**src/rtl/pattern_scan_arbiter_if.sv**
```systemverilog
// pattern_scan_arbiter_if: requester job bus and result handshake for the pattern scan arbiter.
interface pattern_scan_arbiter_if #(
  parameter int NREQ = 4,
  parameter int DATA_W = 16,
  parameter int ID_W = $clog2(NREQ),
  parameter int CNT_W = $clog2(DATA_W + 1)
);
  logic [NREQ-1:0] req_valid;
  logic [NREQ-1:0] req_ready;
  logic [NREQ*4-1:0] req_pattern;
  logic [NREQ*DATA_W-1:0] req_data;
  logic resp_valid;
  logic resp_ready;
  logic [ID_W-1:0] resp_id;
  logic [CNT_W-1:0] resp_count;
  logic busy;
  modport master (
    output req_valid, req_pattern, req_data, resp_ready,
    input req_ready, resp_valid, resp_id, resp_count, busy
  );
  modport slave (
    input req_valid, req_pattern, req_data, resp_ready,
    output req_ready, resp_valid, resp_id, resp_count, busy
  );
endinterface

```
**src/rtl/pattern_scan_arbiter.sv**
```systemverilog
// pattern_scan_arbiter: round-robin job grant, MSB-first serial 4-bit overlapping pattern count.
module pattern_scan_arbiter #(
  parameter int NREQ = 4,
  parameter int DATA_W = 16,
  parameter int ID_W = $clog2(NREQ),
  parameter int CNT_W = $clog2(DATA_W + 1)
) (
  input logic clk,
  input logic rst,
  pattern_scan_arbiter_if.slave bus
);
  localparam int IDX_W = $clog2(DATA_W);
  typedef enum logic [1:0] {IDLE, SHIFT, RESP} state_t;
  state_t state_q;
  logic [ID_W-1:0] last_q, id_q, gnt_d;
  logic [3:0] pat_q;
  logic [DATA_W-1:0] data_q;
  logic [2:0] hist_q;
  logic [IDX_W-1:0] idx_q;
  logic [CNT_W-1:0] cnt_q;
  logic valid_q, busy_q, found_d, bit_d, match_d;
  // Lowest valid overall is the wrap-around fallback; lowest valid above last_q overrides it.
  always_comb begin
    found_d = 1'b0;
    gnt_d = '0;
    for (int k = NREQ - 1; k >= 0; k--) begin
      if (bus.req_valid[k]) begin
        found_d = 1'b1;
        gnt_d = ID_W'(k);
      end
    end
    for (int k = NREQ - 1; k >= 0; k--) begin
      if (bus.req_valid[k] && ID_W'(k) > last_q) gnt_d = ID_W'(k);
    end
  end
  assign bit_d = data_q[DATA_W-1];
  assign match_d = (idx_q >= IDX_W'(3)) && ({hist_q, bit_d} == pat_q);
  assign bus.req_ready = (state_q == IDLE && found_d) ? NREQ'(1) << gnt_d : '0;
  assign bus.resp_valid = valid_q;
  assign bus.resp_id = id_q;
  assign bus.resp_count = cnt_q;
  assign bus.busy = busy_q;
  always_ff @(posedge clk) begin
    if (rst) begin
      state_q <= IDLE;
      last_q <= ID_W'(NREQ - 1);
      id_q <= '0;
      cnt_q <= '0;
      valid_q <= 1'b0;
      busy_q <= 1'b0;
      pat_q <= '0;
      data_q <= '0;
      hist_q <= '0;
      idx_q <= '0;
    end else begin
      case (state_q)
        IDLE: if (found_d) begin
          state_q <= SHIFT;
          busy_q <= 1'b1;
          id_q <= gnt_d;
          pat_q <= 4'(bus.req_pattern >> (4 * gnt_d));
          data_q <= DATA_W'(bus.req_data >> (DATA_W * gnt_d));
          hist_q <= '0;
          idx_q <= '0;
          cnt_q <= '0;
        end
        SHIFT: begin
          hist_q <= {hist_q[1:0], bit_d};
          data_q <= data_q << 1;
          idx_q <= idx_q + IDX_W'(1);
          cnt_q <= cnt_q + CNT_W'(match_d);
          if (idx_q == IDX_W'(DATA_W - 1)) begin
            state_q <= RESP;
            valid_q <= 1'b1;
          end
        end
        RESP: if (bus.resp_ready) begin
          state_q <= IDLE;
          valid_q <= 1'b0;
          busy_q <= 1'b0;
          last_q <= id_q;
        end
        default: state_q <= IDLE;
      endcase
    end
  end
endmodule

```
**src/flat_wrapper.sv**
```systemverilog
// flat-port wrapper written by rule: the top's interface ports become plain ports
module pattern_scan_arbiter_flat 
#(
  parameter int NREQ = 4,
  parameter int DATA_W = 16,
  parameter int ID_W = $clog2(NREQ),
  parameter int CNT_W = $clog2(DATA_W + 1)
)
  (clk, rst, bus_req_valid, bus_req_pattern, bus_req_data, bus_resp_ready, bus_req_ready, bus_resp_valid, bus_resp_id, bus_resp_count, bus_busy);
  pattern_scan_arbiter_if #(.NREQ(NREQ), .DATA_W(DATA_W), .ID_W(ID_W), .CNT_W(CNT_W)) bus_i ();
  input logic clk;
  input logic rst;
  input wire logic [$bits(bus_i.req_valid)-1:0] bus_req_valid;
  input wire logic [$bits(bus_i.req_pattern)-1:0] bus_req_pattern;
  input wire logic [$bits(bus_i.req_data)-1:0] bus_req_data;
  input wire logic [$bits(bus_i.resp_ready)-1:0] bus_resp_ready;
  output wire logic [$bits(bus_i.req_ready)-1:0] bus_req_ready;
  output wire logic [$bits(bus_i.resp_valid)-1:0] bus_resp_valid;
  output wire logic [$bits(bus_i.resp_id)-1:0] bus_resp_id;
  output wire logic [$bits(bus_i.resp_count)-1:0] bus_resp_count;
  output wire logic [$bits(bus_i.busy)-1:0] bus_busy;
  assign bus_i.req_valid = bus_req_valid;
  assign bus_i.req_pattern = bus_req_pattern;
  assign bus_i.req_data = bus_req_data;
  assign bus_i.resp_ready = bus_resp_ready;
  assign bus_req_ready = bus_i.req_ready;
  assign bus_resp_valid = bus_i.resp_valid;
  assign bus_resp_id = bus_i.resp_id;
  assign bus_resp_count = bus_i.resp_count;
  assign bus_busy = bus_i.busy;
  pattern_scan_arbiter #(.NREQ(NREQ), .DATA_W(DATA_W), .ID_W(ID_W), .CNT_W(CNT_W)) u_core (.clk(clk), .rst(rst), .bus(bus_i));
endmodule
```
**config.mk**
```make
export PLATFORM = sky130hd
export DESIGN_NAME = pattern_scan_arbiter_flat
export DESIGN_NICKNAME = d
export VERILOG_FILES = /design/src/rtl/pattern_scan_arbiter_if.sv /design/src/rtl/pattern_scan_arbiter.sv /design/src/flat_wrapper.sv
export SDC_FILE = /design/constraint.sdc
export NUM_CORES = 1
export LEC_CHECK = 0
export ABC_AREA = 1
export CAP_MARGIN = 15
export CORE_MARGIN = 5
export CORE_UTILIZATION = 38
export DETAILED_ROUTE_END_ITERATION = 16
export PLACE_DENSITY = 0.78
export SLEW_MARGIN = 20
export SYNTH_ARGS = -nofsm -noshare
export SYNTH_HDL_FRONTEND = slang
export SYNTH_SLANG_ARGS = --single-unit
export TNS_END_PERCENT = 10
```
**constraint.sdc**
```tcl
create_clock -name clk -period 1.54 [get_ports clk]
set_input_delay 0.231 -clock clk [delete_from_list [all_inputs] [get_ports clk]]
set_output_delay 0.231 -clock clk [all_outputs]
set_load 0.03 [all_outputs]
```
==> metrics.csv <==
stage,metric,value,unit
status,outcome,"complete, but fails checks",
status,violations in the final reports,negative setup slack,
place,GPL Wtd Cong,0.8317,
setup_path,CP max stage cell,dfxtp_2,
die,DIE AREA,0.008699,sq mm
timing,worst rel slew slack,71.84,%
place,port bufs,99,
yosys,"FF+latch count, synth",40,
setup_path,CP Max Fanout,3,
timing,Achievable Freq,576.1,MHz
finish,nets,663,
finish,Final Util,64.70,%
yosys,"area leader, netlist",dfxtp_1,
global_route,GRT Util Overall,20.26,%
global_route,first-pass GRT wire length,14.25,mm
finish,Antenna diodes,0,
timing,Setup Skew,0.001670,ns
detailed_routing,DRC viols,0,
clock_tree,CTS buffer count,5,
detailed_routing,Detail Route Antenna Nets,0,
yosys,"Cell Area, Synth",0.002635,sq mm
finish,Area growth syn-to-layout,65.91,%
setup_path,family with the most delay on the worst path,simple AND/OR/NAND/NOR gates,
place,Post-DP HPWL,6.341,mm
clock_tree,H-tree Lvls,2,
timing,Hold Fails Final Rpt,0,
setup_path,Crit path arrival time,1.92,ns
die,Die Y,93.27,microns
timing,fin. max-slew vios,0,
global_route,number of global-route vias before repair,3197,
setup_path,critical path class,flop to flop,
yosys,Syn Inst Count,437,
timing,RSZ-0062 raised after global routing,true,
yosys,post-synthesis cell type count,30,
pwr,cell area power density,651.0,mW/mm^2
clock_tree,TritonCTS clock tree,yes,
yosys,Post-Syn Nets,527,
detailed_routing,via/cell ratio,4.919,
clock_tree,root buffer cell,clkbuf_8,
yosys,sequential fraction of the synthesis area,30.39,%
die,core area,0.006756,sq mm
yosys,Avg Inst Size Synth,6.030,sq um
setup_path,Worst Path Buf+Inv,0,
place,placed insts,629,
finish,share of cells above drive strength 1,21.12,%
timing,slew at the pin closest to its max-slew limit,0.4220,ns
finish,fillers,578,
detailed_routing,Via Count,3212,
setup_path,CP required,1.72,ns
global_route,Overflow after GRT,0,
timing,Fin Setup TNS,-1.287,ns
setup_path,crit-path cells,ha_4 > or2_4 > nor2_4 > nor4_4 > ha_2 > ha_4 > nand4_1 > o21ai_1 > a21oi_1,
setup_path,Crit path largest cell delay,0.36,ns
yosys,"Warnings, synthesis",0,
global_route,largest net degree at the start of global routing,21,
timing,Final period util,112.7,%
clock_tree,Max Buffers Root-to-Sink,2,
pwr,peak supply drop,0.3549,mV
timing,Final Setup Violations,13,
pwr,Leak,0.002113,uW
setup_path,crit path capture type,flop,
detailed_routing,final WL,8.856,mm
yosys,Yosys top cell area share,30.39,%
timing,Final Critical Period,1.736,ns
detailed_routing,initial drt markers,219,
die,Rows,30,
clock_tree,clock-pin slew of the registers on the worst-case setup and hold paths,0.07,ns
clock_tree,CTS Sinks,40,
timing,worst setup margin,-0.1959,ns
detailed_routing,wire per inst,13.56,microns
setup_path,most frequent CP cell,ha_4,
job,max-cap violations,0,
yosys,top post-synthesis cells by area,"dfxtp_1 30%, nand2_1 18%, nand3_1 12%, inv_1 12%, a21oi_1 4.4%",
worst_hold_path,Hold WC Path Type,flop to flop,
die,Die W,93.27,microns
global_route,initial antenna violation count,0,
clock_tree,worst skew pair latency,0.29,ns
die,Boundary Pins,100,
detailed_routing,DR pass1 iterations,5,
die,Starting Density,39.00,%
setup_path,Startpoint Class,flop,
finish,Finished Layout Cells,653,
-- metrics by stage --
stage / area [sq um] / setup WS, ns / total power (uW) / hold slack [ns]
floorplan: 2676 / -0.04122 / 1637 / 0.3925
global placement: 3915 / -0.4394 / 2046 / 0.4544
detailed placement: 3915 / -0.5038 / 2063 / 0.4550
CTS: 4277 / -0.1508 / 2810 / 0.4661
global route: 4372 / -0.2928 / 2998 / 0.4845
finish: 4372 / -0.1959 / 2846 / 0.4600
-- path summary, 6_finish.rpt --
path	depth (start not counted)	slack, ns	startpoint	to
min	2	0.46	u_core.bus.busy$_SDFFE_PP0P_	u_core.bus.busy$_SDFFE_PP0P_
max reg2reg	9	-0.20	u_core.idx_q[0]$_SDFFE_PP0P_	u_core.bus.resp_count[4]$_SDFFE_PP0P_
min reg2reg	2	0.46	u_core.bus.busy$_SDFFE_PP0P_	u_core.bus.busy$_SDFFE_PP0P_
max	9	-0.20	u_core.idx_q[0]$_SDFFE_PP0P_	u_core.bus.resp_count[4]$_SDFFE_PP0P_
-- report_power, final --
part | internal, uW | switching (uW) | total (uW) | leakage (uW)
logic | 538 | 502 | 1040 | 0.00174
registers | 1110 | 38.1 | 1150 | 0.000330
clock network | 308 | 348 | 656 | 0.0000410
-- cells in the final DEF (no fill, tap or decap), types with 4 or more instances in the layout --
cell,synthesis,final
dfxtp_1,40,32
dlygate4sd2_1,0,9
nand4_1,5,5
nor2_1,21,18
nor2_4,1,4
clkdlybuf4s50_1,0,83
nand2_2,1,8
o22ai_1,6,5
nand2_1,127,116
o211ai_1,11,11
o21ai_0,6,4
inv_2,8,11
buf_4,6,37
a21oi_1,23,18
dfxtp_2,0,8
buf_6,4,11
a21oi_2,1,6
clkbuf_8,0,5
inv_1,83,76
buf_12,0,4
o21ai_1,3,5
nand3_1,65,62
nand2_4,1,4
-- synthesized netlist by cell type --
master / instances
nand2_2: 1
or2_2: 2
nor2_4: 1
nor4_1: 1
buf_1: 1
buf_2: 3
o21bai_4: 1
a21oi_2: 1
dfxtp_1: 40
a211oi_1: 2
nor2_2: 1
a21oi_1: 23
buf_6: 4
clkbuf_1: 7
ha_1: 3
nand2_4: 1
o211ai_1: 11
inv_2: 8
nor2_1: 21
nor3_1: 1
or2_4: 1
buf_4: 6
o21ai_1: 3
xor2_1: 2
o21ai_0: 6
o22ai_1: 6
nand2_1: 127
nand4_1: 5
nand3_1: 65
inv_1: 83
-- worst min-delay path: cells and delay by family, from the launching register on --
kind               cells  cell delay [ns]
AOI/OAI and AO/OA      1             0.05
and+or+nand+nor        1             0.06
DFF                    1             0.31
-- registers in the layout (all words and copies together), names as in the netlist --
name,flops
u_core.bus.busy,1
u_core.bus.resp_count,5
u_core.bus.resp_id,2
u_core.bus.resp_valid,1
u_core.data_q,16
u_core.hist_q,3
u_core.idx_q,4
u_core.last_q,2
u_core.pat_q,4
u_core.state_q,2
-- final cells by class --
cell class / instances / area, sq um / area share, %
well taps: 80 / 100.1 / 2.290
repair buffers: 150 / 1484 / 33.94
inverters: 91 / 357.8 / 8.185
clock inverters: 1 / 5.005 / 0.1145
multi-input cells: 285 / 1541 / 35.26
clock buffers: 6 / 72.57 / 1.660
flip-flops and latches: 40 / 810.8 / 18.55
-- logic make-up after synthesis --
family                   synth area share (%)
AO/OA/AOI/OAI                           12.25
XOR/XNOR                               0.6649
adder cells (fa/ha/maj)                 1.425
buffers and inverters                   18.09
flip-flops                              30.39
AND/OR/NAND/NOR                         37.18
-- routing by layer --
layer | track usage, % | wire (microns) | vias up
li1 | - | - | 1638
met2 | 36.21 | 4390 | 111
met1 | 24.64 | 3629 | 1447
met5 | 0 | 0 | -
met4 | 6.960 | 167 | 0
met3 | 2.896 | 669 | 16
-- what timing repair did --
action / in CTS / in global routing
hold buffers: 0 / 0
resized for setup: 57 / 23
pin swaps: 13 / 12
endpoints found under the setup margin: 42 / 37
buffers inserted: 15 / 1
cloned: 1 / 0
(Power assumes the default switching activity.)
